===== config.mk =====
export PLATFORM = sky130hd
export DESIGN_NAME = btn_blink_rate_sel
export DESIGN_NICKNAME = d
export VERILOG_FILES = /design/src/rtl/btn_blink_rate_sel.sv
export SDC_FILE = /design/constraint.sdc
export NUM_CORES = 1
export LEC_CHECK = 0
export BUFFER_PORTS_ARGS = -buffer_cell sky130_fd_sc_hd__buf_4
export CORE_MARGIN = 3
export CORE_UTILIZATION = 55
export CTS_CLUSTER_SIZE = 14
export DETAILED_ROUTE_END_ITERATION = 6
export PLACE_DENSITY = 0.83
export SYNTH_ARGS = -nofsm -noshare
export SYNTH_HDL_FRONTEND = slang
export SYNTH_SLANG_ARGS = --single-unit

===== constraint.sdc =====
create_clock -name CLK100MHZ -period 2.5 [get_ports CLK100MHZ]
set_input_delay 0.125 -clock CLK100MHZ [delete_from_list [all_inputs] [get_ports CLK100MHZ]]
set_output_delay 0.125 -clock CLK100MHZ [all_outputs]
set_load 0.02 [all_outputs]

===== src/rtl/btn_blink_rate_sel.sv =====
// rtl/btn_blink_rate_sel.sv - pushbutton debounce and blink-rate mode select for the LED blinker
// Optional long-press return to mode 0 is built when LONG_PRESS_EN is defined.
module btn_blink_rate_sel #(
  parameter int DEBOUNCE_CYCLES   = 1000000,
  parameter int HALF_PERIOD_BASE  = 50000000,
  parameter int LONG_PRESS_CYCLES = 200000000
) (
  input  logic        CLK100MHZ,
  input  logic        RST,
  input  logic        BTN,
  output logic        press_pulse,
  output logic [1:0]  mode,
  output logic [26:0] half_period,
  output logic        blink_en,
  output logic        long_pulse
);

  localparam logic [26:0] DB_LAST = 27'(DEBOUNCE_CYCLES - 1);
  localparam logic [26:0] HP_BASE = 27'(HALF_PERIOD_BASE);

  typedef enum logic [1:0] {
    IDLE,
    CHECK_PRESS,
    PRESSED,
    CHECK_RELEASE
  } state_t;

  state_t      state;
  logic [26:0] cnt;
  logic        sync1;
  logic        sync2;

`ifdef LONG_PRESS_EN
  localparam logic [31:0] LP_LAST = 32'(LONG_PRESS_CYCLES - 1);
  logic [31:0] hold_cnt;
  logic        long_done;
`endif

  always_ff @(posedge CLK100MHZ) begin
    if (RST) begin
      sync1 <= 1'b0;
      sync2 <= 1'b0;
    end else begin
      sync1 <= BTN;
      sync2 <= sync1;
    end
  end

  always_ff @(posedge CLK100MHZ) begin
    if (RST) begin
      state       <= IDLE;
      cnt         <= '0;
      mode        <= 2'd0;
      press_pulse <= 1'b0;
`ifdef LONG_PRESS_EN
      hold_cnt    <= '0;
      long_done   <= 1'b0;
      long_pulse  <= 1'b0;
`endif
    end else begin
      press_pulse <= 1'b0;
      case (state)
        IDLE: begin
          if (sync2) begin
            state <= CHECK_PRESS;
            cnt   <= '0;
          end
        end
        CHECK_PRESS: begin
          if (!sync2) begin
            state <= IDLE;
            cnt   <= '0;
          end else if (cnt == DB_LAST) begin
            state       <= PRESSED;
            cnt         <= '0;
            press_pulse <= 1'b1;
            mode        <= mode + 2'd1;
          end else begin
            cnt <= cnt + 27'd1;
          end
        end
        PRESSED: begin
          if (!sync2) begin
            state <= CHECK_RELEASE;
            cnt   <= '0;
          end
        end
        CHECK_RELEASE: begin
          if (sync2) begin
            state <= PRESSED;
            cnt   <= '0;
          end else if (cnt == DB_LAST) begin
            state <= IDLE;
            cnt   <= '0;
          end else begin
            cnt <= cnt + 27'd1;
          end
        end
        default: begin
          state <= IDLE;
          cnt   <= '0;
        end
      endcase
`ifdef LONG_PRESS_EN
      // Hold time survives release bounce; only a fully accepted release re-arms it.
      long_pulse <= 1'b0;
      if (state == IDLE) begin
        hold_cnt  <= '0;
        long_done <= 1'b0;
      end else if (state == PRESSED && !long_done) begin
        if (hold_cnt == LP_LAST) begin
          long_pulse <= 1'b1;
          long_done  <= 1'b1;
          mode       <= 2'd0;
        end else begin
          hold_cnt <= hold_cnt + 32'd1;
        end
      end
`endif
    end
  end

`ifndef LONG_PRESS_EN
  // LONG_PRESS_CYCLES has no effect in this build.
  assign long_pulse = 1'b0 & (LONG_PRESS_CYCLES > 0);
`endif

  always_comb begin
    half_period = HP_BASE;
    blink_en    = 1'b1;
    case (mode)
      2'd0: half_period = HP_BASE;
      2'd1: half_period = HP_BASE >> 1;
      2'd2: half_period = HP_BASE >> 2;
      default: begin
        half_period = HP_BASE;
        blink_en    = 1'b0;
      end
    endcase
  end

endmodule

==> flow_summary.yaml <==
worst_hold_path:
  hold_class: "primary input to flop"
synthesis:
  yosys.area.top_type: "dfxtp_1"
  ys.warnings.count: 0
  synth_cell_types: 50
  synthCells: 248
  synth-edff-count: 0
  synth.area.top_cells: "dfxtp_1 32%, buf_4 8.8%, a31oi_1 4.4%"
  syn_area_sq_um: 2122
  ys.flop_type: "dfxtp_1"
  yosys.area.top_type_share_pct: 32.08
  async_flop_share_pct: 0
  syn_area_per_cell_sq_um: 8.557
  ys_seq_area_share_pct: 32.08
  ys_seq_elements: 34
layout:
  drive_gt1_share_pct: 19.16
  layout_common_cells: "34 x dfxtp_1, 26 x buf_4, 22 x nand2_1"
  diodes: 0
  fin_cells: 307
  layout_commonest_cell: "dfxtp_1"
  finalNetCount: 269
  synthToLayoutAreaGrowth_pct: 7.252
  fill_cells: 320
drt:
  ant_nets: 0
  dr.pass1.iters: 4
  vias: 1794
  drc: 0
  routed_via_density: 5.844
  wire_per_inst_um: 14.77
  drtIter0Drc: 159
  wl_mm: 4.534
sta:
  worst_pin_slew_ns: 0.5356
  setup_ws_ns: 0.4859
  slew_headroom_pct: 64.02
  period_share_pct: 80.56
  fin_skew_ns: 0.007658
  tns_ns: 0
  whs_ns: 0.04416
  period_needed_ns: 2.014
  setup_violations: 0
  final_hold_viol_count: 0
  grt_setup_unrepaired: "false"
  report.final.slew_viol_count: 0
  fmax_mhz: 496.5
worst_setup_path:
  crit_path_start_kind: "flop"
  crit_cells: 6
  worstSetupStartpoint: "cnt[0]"
  cp_top_family: "simple AND/OR/NAND/NOR gates"
  r2r-end: "cnt[24]"
  rr_worst_depth: 6
  crit_chain: "ha_1, inv_1, nor3_1, nand4_1, or3_1, o21ai_0"
  crit_type: "flop to flop"
  endpoint: "cnt[24]"
  path_buf_inv: 1
  r2r_setup_slack_ns: 0.49
  cp.required_ns: 2.73
  reg2reg_from: "cnt[0]"
  worstPathMaxFanout: 8
  cp.arrival_ns: 2.25
  slowest_delay_ns: 0.48
  critPathSlowestCell: "nor3_1"
  end_kind: "flop"
power:
  p_sw_share_pct: 23.83
  power.switching_mw: 0.2449
  pwr-share-clk_pct: 41.0
  max-vdd-ir-drop_mv: 0.4255
  power_density_nw_per_um2: 451.5
  power.internal_mw: 0.7827
  pwr-share-seq_pct: 53.5
  power_leakage_nw: 0.8319
  combPwrFrac_pct: 5.6
clock_network:
  max-clock-path-buffers: 2
  root_buffer: "clkbuf_8"
  cts.clk_slew.worst_paths_ns: 0.07
  htreeDepth: 2
  cts.repair.resized: 0
  clock_latency_ns: 0.30
  cts_tree: "yes"
  cts_inserted_buffers: 5
  cts.sinks: 34
  cts.hold.buffers_added: 0
  postCtsSetupRepairBufs: 0
global_routing:
  grt_pass1_vias: 1557
  grt_first_pass_wirelength_mm: 7.541
  grt_util_met2_pct: 31.89
  met3_usage_pct: 7.225
  busiest_layer: "met2"
  grt_util_met1_pct: 30.29
  grt_max_degree: 17
  antenna_found_initial: 0
  overflow: 0
  grt_use_total_pct: 22.19
placed_design:
  placedCellCount: 299
  portBuffers: 20
  pre_cts_ws_ns: 0.5333
  hpwl_mm: 3.321
  gp_congestion: 0.8306
floorplan:
  die_h_um: 68.12
  rows: 21
  initial_core_util_pct: 60.27
  die_x_um: 68.12
  die-area_sq_um: 4640
  io_pins: 35
  core-area_sq_um: 3521
run_status:
  status: "completed"
job:
  cap_violations: 0
==> cell families after synthesis <==
kind of cell / synth area share [%]
mux: 1.887
compound gates: 18.16
xor+xnor: 2.064
fa+ha+maj: 3.538
flops: 32.08
other cells: 0.3539
simple gates: 28.01
buf+inv: 13.91
==> cell type report <==
cell class                 instances  area [sq um]  share of cell area [%]
inverter                          16         60.06                   2.639
clock inverter                     1         5.005                  0.2199
multi-input combinational        177          1191                   52.34
sequential                        34         680.7                   29.91
tap                               46         57.56                   2.529
clock buffer                       7         86.33                   3.793
timing repair buffer              26         195.2                   8.576
==> worst register-to-register path, cell delays in order, from the launching register on <==
cell	delay [ns]
dfxtp_1	0.40
ha_1	0.34
inv_1	0.10
nor3_1	0.48
nand4_1	0.22
or3_1	0.34
o21ai_0	0.07
==> cell usage after synthesis (3+ instances only) <==
cell,n
dfxtp_1,34
buf_4,25
nand2_1,22
inv_1,16
a31oi_1,15
a21oi_1,13
nand3_1,13
nor2_1,11
nand4_1,8
o21ai_0,8
and4_1,6
ha_1,6
nor3_1,5
clkbuf_1,4
mux2i_1,4
or3_1,4
a41oi_1,3
nand4_2,3
nor2b_1,3
nor4_2,3
nor4_4,3
o21a_1,3
xor2_1,3
==> per-layer routing <==
layer | vias to the layer above | routed length [um] | share of wire [%]
met5 | - | 0 | 0
met4 | 0 | 93 | 2.1
met3 | 12 | 294 | 6.5
met2 | 55 | 2070 | 46
met1 | 837 | 2077 | 46
li1 | 890 | - | -
==> power groups by stage <==
stage	clock network [mW]	logic, mW	registers [mW]
after floorplan	0	0.0619	0.560
after global placement	0	0.0554	0.561
after detailed placement	0	0.0559	0.562
after CTS	0.435	0.0561	0.549
after global routing	0.468	0.0631	0.549
final	0.421	0.0571	0.549
==> flip-flops by register name, indices dropped and copies added, names as in the netlist, named ones only <==
signal and cells:
press_pulse 1, cnt 27, sync2 1, mode 2
sync1 1, state 1
==> through the flow <==
stage | instance area [sq um] | util, % | total power, mW
final | 2276 | 64.64 | 1.028
after global routing | 2276 | 64.64 | 1.080
after CTS | 2276 | 64.64 | 1.040
after detailed placement | 2185 | 62.05 | 0.6175
after global placement | 2185 | 62.05 | 0.6168
after floorplan | 2167 | - | 0.6218
==> worst min path at each step <==
| stage | startpoint | endpoint | slack [ns] | cells after the start |
|---|---|---|---|---|
| 6_report | BTN | sync1 | 0.04 | 2 |
| 5_1_grt | BTN | sync1 | 0.06 | 2 |
| 4_1_cts | BTN | sync1 | 0.03 | 2 |
| 3_5_place_dp | BTN | sync1 | 0.34 | 2 |
| 3_3_place_gp | BTN | sync1 | 0.34 | 2 |
| 2_1_floorplan | BTN | sync1 | 0.25 | 1 |
No activity file was read; power rests on OpenSTA's default activity.
